### src/rtl/common_pkg.sv
// Shared types for the core: pipeline phase encoding, datapath word and the
// default warp count, plus a saturating increment used by the perf counters.
package common_pkg;

  localparam int WARPS_PER_CORE_DEF = 4;

  typedef logic [31:0] data_t;

  typedef enum logic [2:0] {
    WARP_IDLE    = 3'd0,
    WARP_FETCH   = 3'd1,
    WARP_DECODE  = 3'd2,
    WARP_REQUEST = 3'd3,
    WARP_WAIT    = 3'd4,
    WARP_EXECUTE = 3'd5,
    WARP_UPDATE  = 3'd6,
    WARP_DONE    = 3'd7
  } warp_state_t;

  function automatic data_t sat_inc(input data_t v);
    return (v == 32'hFFFF_FFFF) ? v : v + 32'd1;
  endfunction

endpackage

### src/rtl/rr_next_warp.sv
// Round-robin finder: first active warp after cur_warp, wrapping around,
// with cur_warp itself considered last.
module rr_next_warp
  import common_pkg::*;
#(
  parameter int WARPS = WARPS_PER_CORE_DEF,
  localparam int IW = $clog2(WARPS)
) (
  input  logic [WARPS-1:0] active,
  input  logic [IW-1:0]    cur_warp,
  output logic             found,
  output logic [IW-1:0]    next_idx
);

  logic [IW-1:0] cand_s;

  // Scan offsets 1..WARPS; the index wraps naturally because WARPS is a power of two
  always_comb begin
    found    = 1'b0;
    next_idx = cur_warp;
    cand_s   = {IW{1'b0}};
    for (int i = 1; i <= WARPS; i++) begin
      cand_s = cur_warp + IW'(i);
      if (!found && active[cand_s]) begin
        found    = 1'b1;
        next_idx = cand_s;
      end else begin
        found    = found;
      end
    end
  end

endmodule

### src/rtl/warp_scheduler.sv
// Per-core warp scheduler: sequences the issue pipeline phases and round-robins
// it between active warps. Optional perf counters behind WARP_SCHED_PERF_EN.
module warp_scheduler
  import common_pkg::*;
#(
  parameter int WARPS_PER_CORE = WARPS_PER_CORE_DEF,
  localparam int IW = $clog2(WARPS_PER_CORE),
  localparam int CW = IW + 1
) (
  input  logic                      clk,
  input  logic                      reset,
  input  logic                      start,
  input  logic [CW-1:0]             warp_count,
  output logic                      fetch_req,
  output data_t                     fetch_pc,
  input  logic                      fetch_valid,
  input  logic                      DMemEN,
  input  logic                      is_ret,
  output logic                      mem_req,
  input  logic                      mem_ready,
  input  data_t                     next_pc,
  output warp_state_t               warp_state,
  output logic [WARPS_PER_CORE-1:0] warp_enable,
  output logic [IW-1:0]             cur_warp,
  output logic                      busy,
  output logic                      done
`ifdef WARP_SCHED_PERF_EN
  ,
  output logic [31:0]               cycle_cnt,
  output logic [31:0]               stall_cnt
`endif
);

  localparam int W = WARPS_PER_CORE;

  warp_state_t   state_r;
  logic [IW-1:0] cur_warp_r;
  logic [W-1:0]  active_r;
  data_t         pc_r [W];
  logic          fetch_req_r;
  logic          mem_req_r;
  logic          done_r;
  logic          dmem_en_r;
  logic          is_ret_r;

  logic [CW-1:0] launch_n_s;
  logic [W-1:0]  launch_mask_s;
  logic [W-1:0]  cur_onehot_s;
  logic [W-1:0]  active_upd_s;
  logic          in_pipe_s;
  logic          start_ok_s;
  logic          found_s;
  logic [IW-1:0] next_idx_s;

  // Launch mask, current-warp decode and the post-RET active vector
  always_comb begin
    launch_n_s    = (warp_count > CW'(W)) ? CW'(W) : warp_count;
    launch_mask_s = {W{1'b0}};
    for (int i = 0; i < W; i++) begin
      if (CW'(i) < launch_n_s) begin
        launch_mask_s[i] = 1'b1;
      end else begin
        launch_mask_s[i] = 1'b0;
      end
    end
    cur_onehot_s             = {W{1'b0}};
    cur_onehot_s[cur_warp_r] = 1'b1;
    active_upd_s = is_ret_r ? (active_r & ~cur_onehot_s) : active_r;
    in_pipe_s    = (state_r != WARP_IDLE) && (state_r != WARP_DONE);
    start_ok_s   = start && !in_pipe_s;
  end

  rr_next_warp #(.WARPS(W)) u_rr (
    .active   (active_upd_s),
    .cur_warp (cur_warp_r),
    .found    (found_s),
    .next_idx (next_idx_s)
  );

  // Pipeline-phase FSM, per-warp PCs and registered handshake outputs
  always_ff @(posedge clk or negedge reset) begin
    if (!reset) begin
      state_r     <= WARP_IDLE;
      cur_warp_r  <= {IW{1'b0}};
      active_r    <= {W{1'b0}};
      fetch_req_r <= 1'b0;
      mem_req_r   <= 1'b0;
      done_r      <= 1'b0;
      dmem_en_r   <= 1'b0;
      is_ret_r    <= 1'b0;
      for (int i = 0; i < W; i++) pc_r[i] <= 32'd0;
    end else begin
      case (state_r)
        WARP_IDLE, WARP_DONE: begin
          if (start_ok_s) begin
            active_r   <= launch_mask_s;
            cur_warp_r <= {IW{1'b0}};
            for (int i = 0; i < W; i++) pc_r[i] <= 32'd0;
            if (launch_n_s == {CW{1'b0}}) begin
              state_r <= WARP_DONE;
              done_r  <= 1'b1;
            end else begin
              state_r     <= WARP_FETCH;
              fetch_req_r <= 1'b1;
              done_r      <= 1'b0;
            end
          end
        end
        WARP_FETCH: begin
          if (fetch_valid) begin
            state_r     <= WARP_DECODE;
            fetch_req_r <= 1'b0;
          end
        end
        WARP_DECODE: begin
          dmem_en_r <= DMemEN;
          is_ret_r  <= is_ret;
          state_r   <= WARP_REQUEST;
        end
        WARP_REQUEST: begin
          mem_req_r <= dmem_en_r;
          state_r   <= WARP_WAIT;
        end
        WARP_WAIT: begin
          if (!dmem_en_r || mem_ready) begin
            mem_req_r <= 1'b0;
            state_r   <= WARP_EXECUTE;
          end
        end
        WARP_EXECUTE: begin
          state_r <= WARP_UPDATE;
        end
        WARP_UPDATE: begin
          pc_r[cur_warp_r] <= next_pc;
          active_r         <= active_upd_s;
          if (found_s) begin
            cur_warp_r  <= next_idx_s;
            state_r     <= WARP_FETCH;
            fetch_req_r <= 1'b1;
          end else begin
            state_r <= WARP_DONE;
            done_r  <= 1'b1;
          end
        end
        default: begin
          state_r     <= WARP_IDLE;
          fetch_req_r <= 1'b0;
          mem_req_r   <= 1'b0;
        end
      endcase
    end
  end

  assign warp_state  = state_r;
  assign cur_warp    = cur_warp_r;
  assign fetch_req   = fetch_req_r;
  assign mem_req     = mem_req_r;
  assign done        = done_r;
  assign busy        = in_pipe_s;
  assign warp_enable = in_pipe_s ? cur_onehot_s : {W{1'b0}};
  assign fetch_pc    = pc_r[cur_warp_r];

`ifdef WARP_SCHED_PERF_EN
  logic  stall_s;
  data_t cycle_cnt_r;
  data_t stall_cnt_r;

  assign stall_s = ((state_r == WARP_FETCH) && !fetch_valid) ||
                   ((state_r == WARP_WAIT) && mem_req_r && !mem_ready);

  // Busy-cycle and stall-cycle counters, saturating, cleared by an accepted start
  always_ff @(posedge clk or negedge reset) begin
    if (!reset) begin
      cycle_cnt_r <= 32'd0;
      stall_cnt_r <= 32'd0;
    end else if (start_ok_s) begin
      cycle_cnt_r <= 32'd0;
      stall_cnt_r <= 32'd0;
    end else begin
      if (in_pipe_s) cycle_cnt_r <= sat_inc(cycle_cnt_r);
      if (stall_s)   stall_cnt_r <= sat_inc(stall_cnt_r);
    end
  end

  assign cycle_cnt = cycle_cnt_r;
  assign stall_cnt = stall_cnt_r;
`endif

endmodule

### config.mk
export PLATFORM = sky130hd
export DESIGN_NAME = warp_scheduler
export DESIGN_NICKNAME = d
export VERILOG_FILES = /design/src/rtl/common_pkg.sv /design/src/rtl/rr_next_warp.sv /design/src/rtl/warp_scheduler.sv
export SDC_FILE = /design/constraint.sdc
export NUM_CORES = 1
export LEC_CHECK = 0
export BUFFER_PORTS_ARGS = -buffer_cell sky130_fd_sc_hd__buf_2
export CAP_MARGIN = 30
export CORE_AREA = 2 2 109 111
export DETAILED_ROUTE_END_ITERATION = 12
export DIE_AREA = 0 0 111 113
export GPL_ROUTABILITY_DRIVEN = 0
export PLACE_DENSITY = 0.83
export SETUP_SLACK_MARGIN = 0.5
export SLEW_MARGIN = 10
export SYNTH_ARGS = -nofsm -noshare
export SYNTH_HDL_FRONTEND = slang
export SYNTH_SLANG_ARGS = --single-unit
### constraint.sdc
create_clock -name clk -period 2.94 [get_ports clk]
set_input_delay 0.294 -clock clk [delete_from_list [all_inputs] [get_ports clk]]
set_output_delay 0.294 -clock clk [all_outputs]
set_load 0.005 [all_outputs]
==> flow_metrics.py <==
metrics = {
    "drt": {
        "drcViolationCount": 0,
        "drtAntennaViolNets": 0,
        "drt_iter0_drc": 509,
        "viasPerCell": 6.93,
        "routed_wl_mm": 16.6,
        "firstDrtPassIters": 4,
        "wl_per_cell_um": 23.7,
        "via_count": 4854,
    },
    "global_route": {
        "grt_pass1_vias": 5186,
        "grt_util_met3": 0.0680,
        "grt-busiest-layer": "met2",
        "antenna_found_initial": 0,
        "gr-usage-met2": 0.459,
        "grt_pass1_wl_mm": 27.2,
        "use_met1": 0.359,
        "grt_max_degree": 93,
        "globalRouteTotalUtil": 0.278,
        "grt.overflow.total": 0,
    },
    "worst_setup_path": {
        "end_kind": "flop",
        "worstPathRequired_ns": 3.22,
        "arrival_ns": 2.59,
        "cp-start-kind": "flop",
        "criticalPathCategory": "flop to flop",
        "cp_max_fo": 11,
    },
    "synthesis": {
        "syn_avg_cell_area_um2": 13.9,
        "netlist_instances": 465,
        "synth.distinct_cells": 48,
        "synth_edf_count": 0,
        "yosysWarnings": 0,
        "ys.flop_type": "dfrtp_1",
        "synth_nets": 511,
        "yosys_register_bits": 142,
        "async_flop_share": 1.00,
        "syn_area_um2": 6470,
        "seq_area_frac_synth": 0.549,
    },
    "sta": {
        "finalSetupTns_ns": 0,
        "worst_pin_slew_ns": 0.850,
        "setup_viol": 0,
        "skew_ns": 0.00761,
        "grt_setup_unrepaired": "no",
        "slew_headroom": 0.433,
        "clock.fmax_mhz": 434,
        "layout_worst_path_cycle_share": 0.784,
        "final_hold_viol_count": 0,
        "report.final.slew_viol_count": 0,
        "fin_crit_ns": 2.31,
    },
    "flow_run": {
        "drv_cap": 0,
    },
    "layout": {
        "fin_area_um2": 7780,
        "nNetsFinal": 590,
        "drive_above_1_share": 0.345,
        "final_common_cell": "dfrtp_1",
        "synthToLayoutAreaGrowth_pct": 20.2,
        "n_antenna_cell": 0,
        "final_cell_mix": "140 x dfrtp_1, 112 x a22o_1, 85 x buf_2",
    },
    "floorplan": {
        "io_pins": 87,
        "dieArea_um2": 12500,
        "rows": 39,
        "die_y_um": 113,
        "die_x_um": 111,
        "coreArea_um2": 11300,
        "start_util": 0.574,
    },
    "cts": {
        "cts_max_level": 4,
        "cts_max_path_buffers": 2,
        "postCtsSetupRepairBufs": 0,
        "cts.sinks": 142,
        "cts_tree": "built",
        "cts_buffers": 17,
        "clkSlewWorstSetupHoldPaths_ns": 0.06,
        "clockRootBuffer": "clkbuf_16",
        "clk_latency_ns": 0.42,
    },
    "hold_path": {
        "hold_path.class": "input pin to flop",
    },
    "placed_design": {
        "dp_hpwl_mm": 10.0,
        "port_buffers": 86,
        "postPlaceCellArea_um2": 7050,
    },
    "run_status": {
        "status": "finished clean",
    },
    "pwr": {
        "vdd_drop_max_mv": 0.835,
        "leakagePower_nw": 3.69,
        "pwr_density_cell_nw_per_um2": 1100,
    },
}
[logic make-up after synthesis]
logic type | share of synthesized area
AOI/OAI and AO/OA | 0.232
DFF | 0.549
buffers and inverters | 0.0386
and+or+nand+nor | 0.0373
muxes | 0.134
adders and majority gates | 0.00928
[Yosys cell counts, types with 3 or more instances]
library cell / instances / area share
a22o_1: 112 / 0.15
mux2i_1: 4 / 0.0062
mux2_4: 4 / 0.0093
nand2_1: 12 / 0.0070
dfrtp_1: 142 / 0.55
a21o_1: 3 / 0.0035
buf_2: 32 / 0.025
mux4_2: 32 / 0.11
nor2_1: 11 / 0.0064
o21ai_0: 10 / 0.0077
and2_1: 4 / 0.0039
a31oi_1: 3 / 0.0029
a21oi_1: 14 / 0.011
ha_1: 4 / 0.0077
inv_1: 6 / 0.0035
clkbuf_1: 8 / 0.0046
a32o_1: 16 / 0.025
o21ai_2: 4 / 0.0054
nor3_1: 5 / 0.0039
mux2_2: 4 / 0.0070
and3_1: 5 / 0.0048
[metal layers]
metal	vias to the layer above	part of all wire	wire length (µm)
met5	-	0	0
met4	0	0.016	267
met3	27	0.082	1350
met2	270	0.51	8430
met1	2555	0.39	6510
li1	2002	-	-
[registers in the layout, summed over array words and instances (netlist names)]
signal	cells
is_ret_r	1
mem_req	1
cur_warp	2
dmem_en_r	1
pc_r	128
active_r	4
fetch_req	1
done	1
warp_state	3
[critical path, stage by stage, from the launching register on]
cell	delay, ns
dfrtp_2	0.50
ha_1	0.41
mux2_4	0.36
a221oi_4	0.31
maj3_1	0.24
nor3_1	0.05
o32ai_1	0.31
[timing repair]
item,CTS,global route
hold buffers,1,0
endpoints found under the setup margin,1,2
resized for setup,1,4
endpoints found under the hold margin,13,0
[path summary, 6_finish.rpt]
check | startpoint | endpoint | slack [ns] | depth (start not counted)
setup / recovery | cur_warp[1] | cur_warp[1] | 0.63 | 6
hold / removal | is_ret | is_ret_r | 0.12 | 2
setup reg to reg | cur_warp[1] | cur_warp[1] | 0.63 | 6
hold reg to reg | pc_r[28] | pc_r[28] | 0.49 | 1
max in group asynchronous | reset | pc_r[110] | 1.67 | 3
min in group asynchronous | reset | pc_r[72] | 0.52 | 2
[where the power goes]
group / leakage, nW / switching [mW] / internal, mW
clock: 0.314 / 0.798 / 1.55
combinational: 1.45 / 1.73 / 1.54
sequential: 1.92 / 0.447 / 2.52
total: 3.69 / 2.98 / 5.61
[stage by stage]
step	std cells	power, mW	utilization	worst slack [ns]	hold WS (ns)
detailed placement	665	6.09	0.625	0.583	0.422
finish	700	8.59	0.690	0.635	0.124
global route	700	9.02	0.690	0.557	0.122
global placement	663	5.85	0.621	0.615	0.410
CTS	698	8.47	0.684	0.568	0.115
floorplan	465	5.04	-	0.536	-0.00159
[area by class of cell]
| cell class | instances | area (µm²) |
|---|---|---|
| inverters | 7 | 26.3 |
| clock buffers | 22 | 464 |
| multi-input cells | 273 | 2720 |
| well taps | 143 | 179 |
| fillers | 753 | 3490 |
| flip-flops and latches | 142 | 3560 |
| repair buffers | 103 | 656 |
| clock inverters | 10 | 185 |
(Power assumes the default switching activity.)
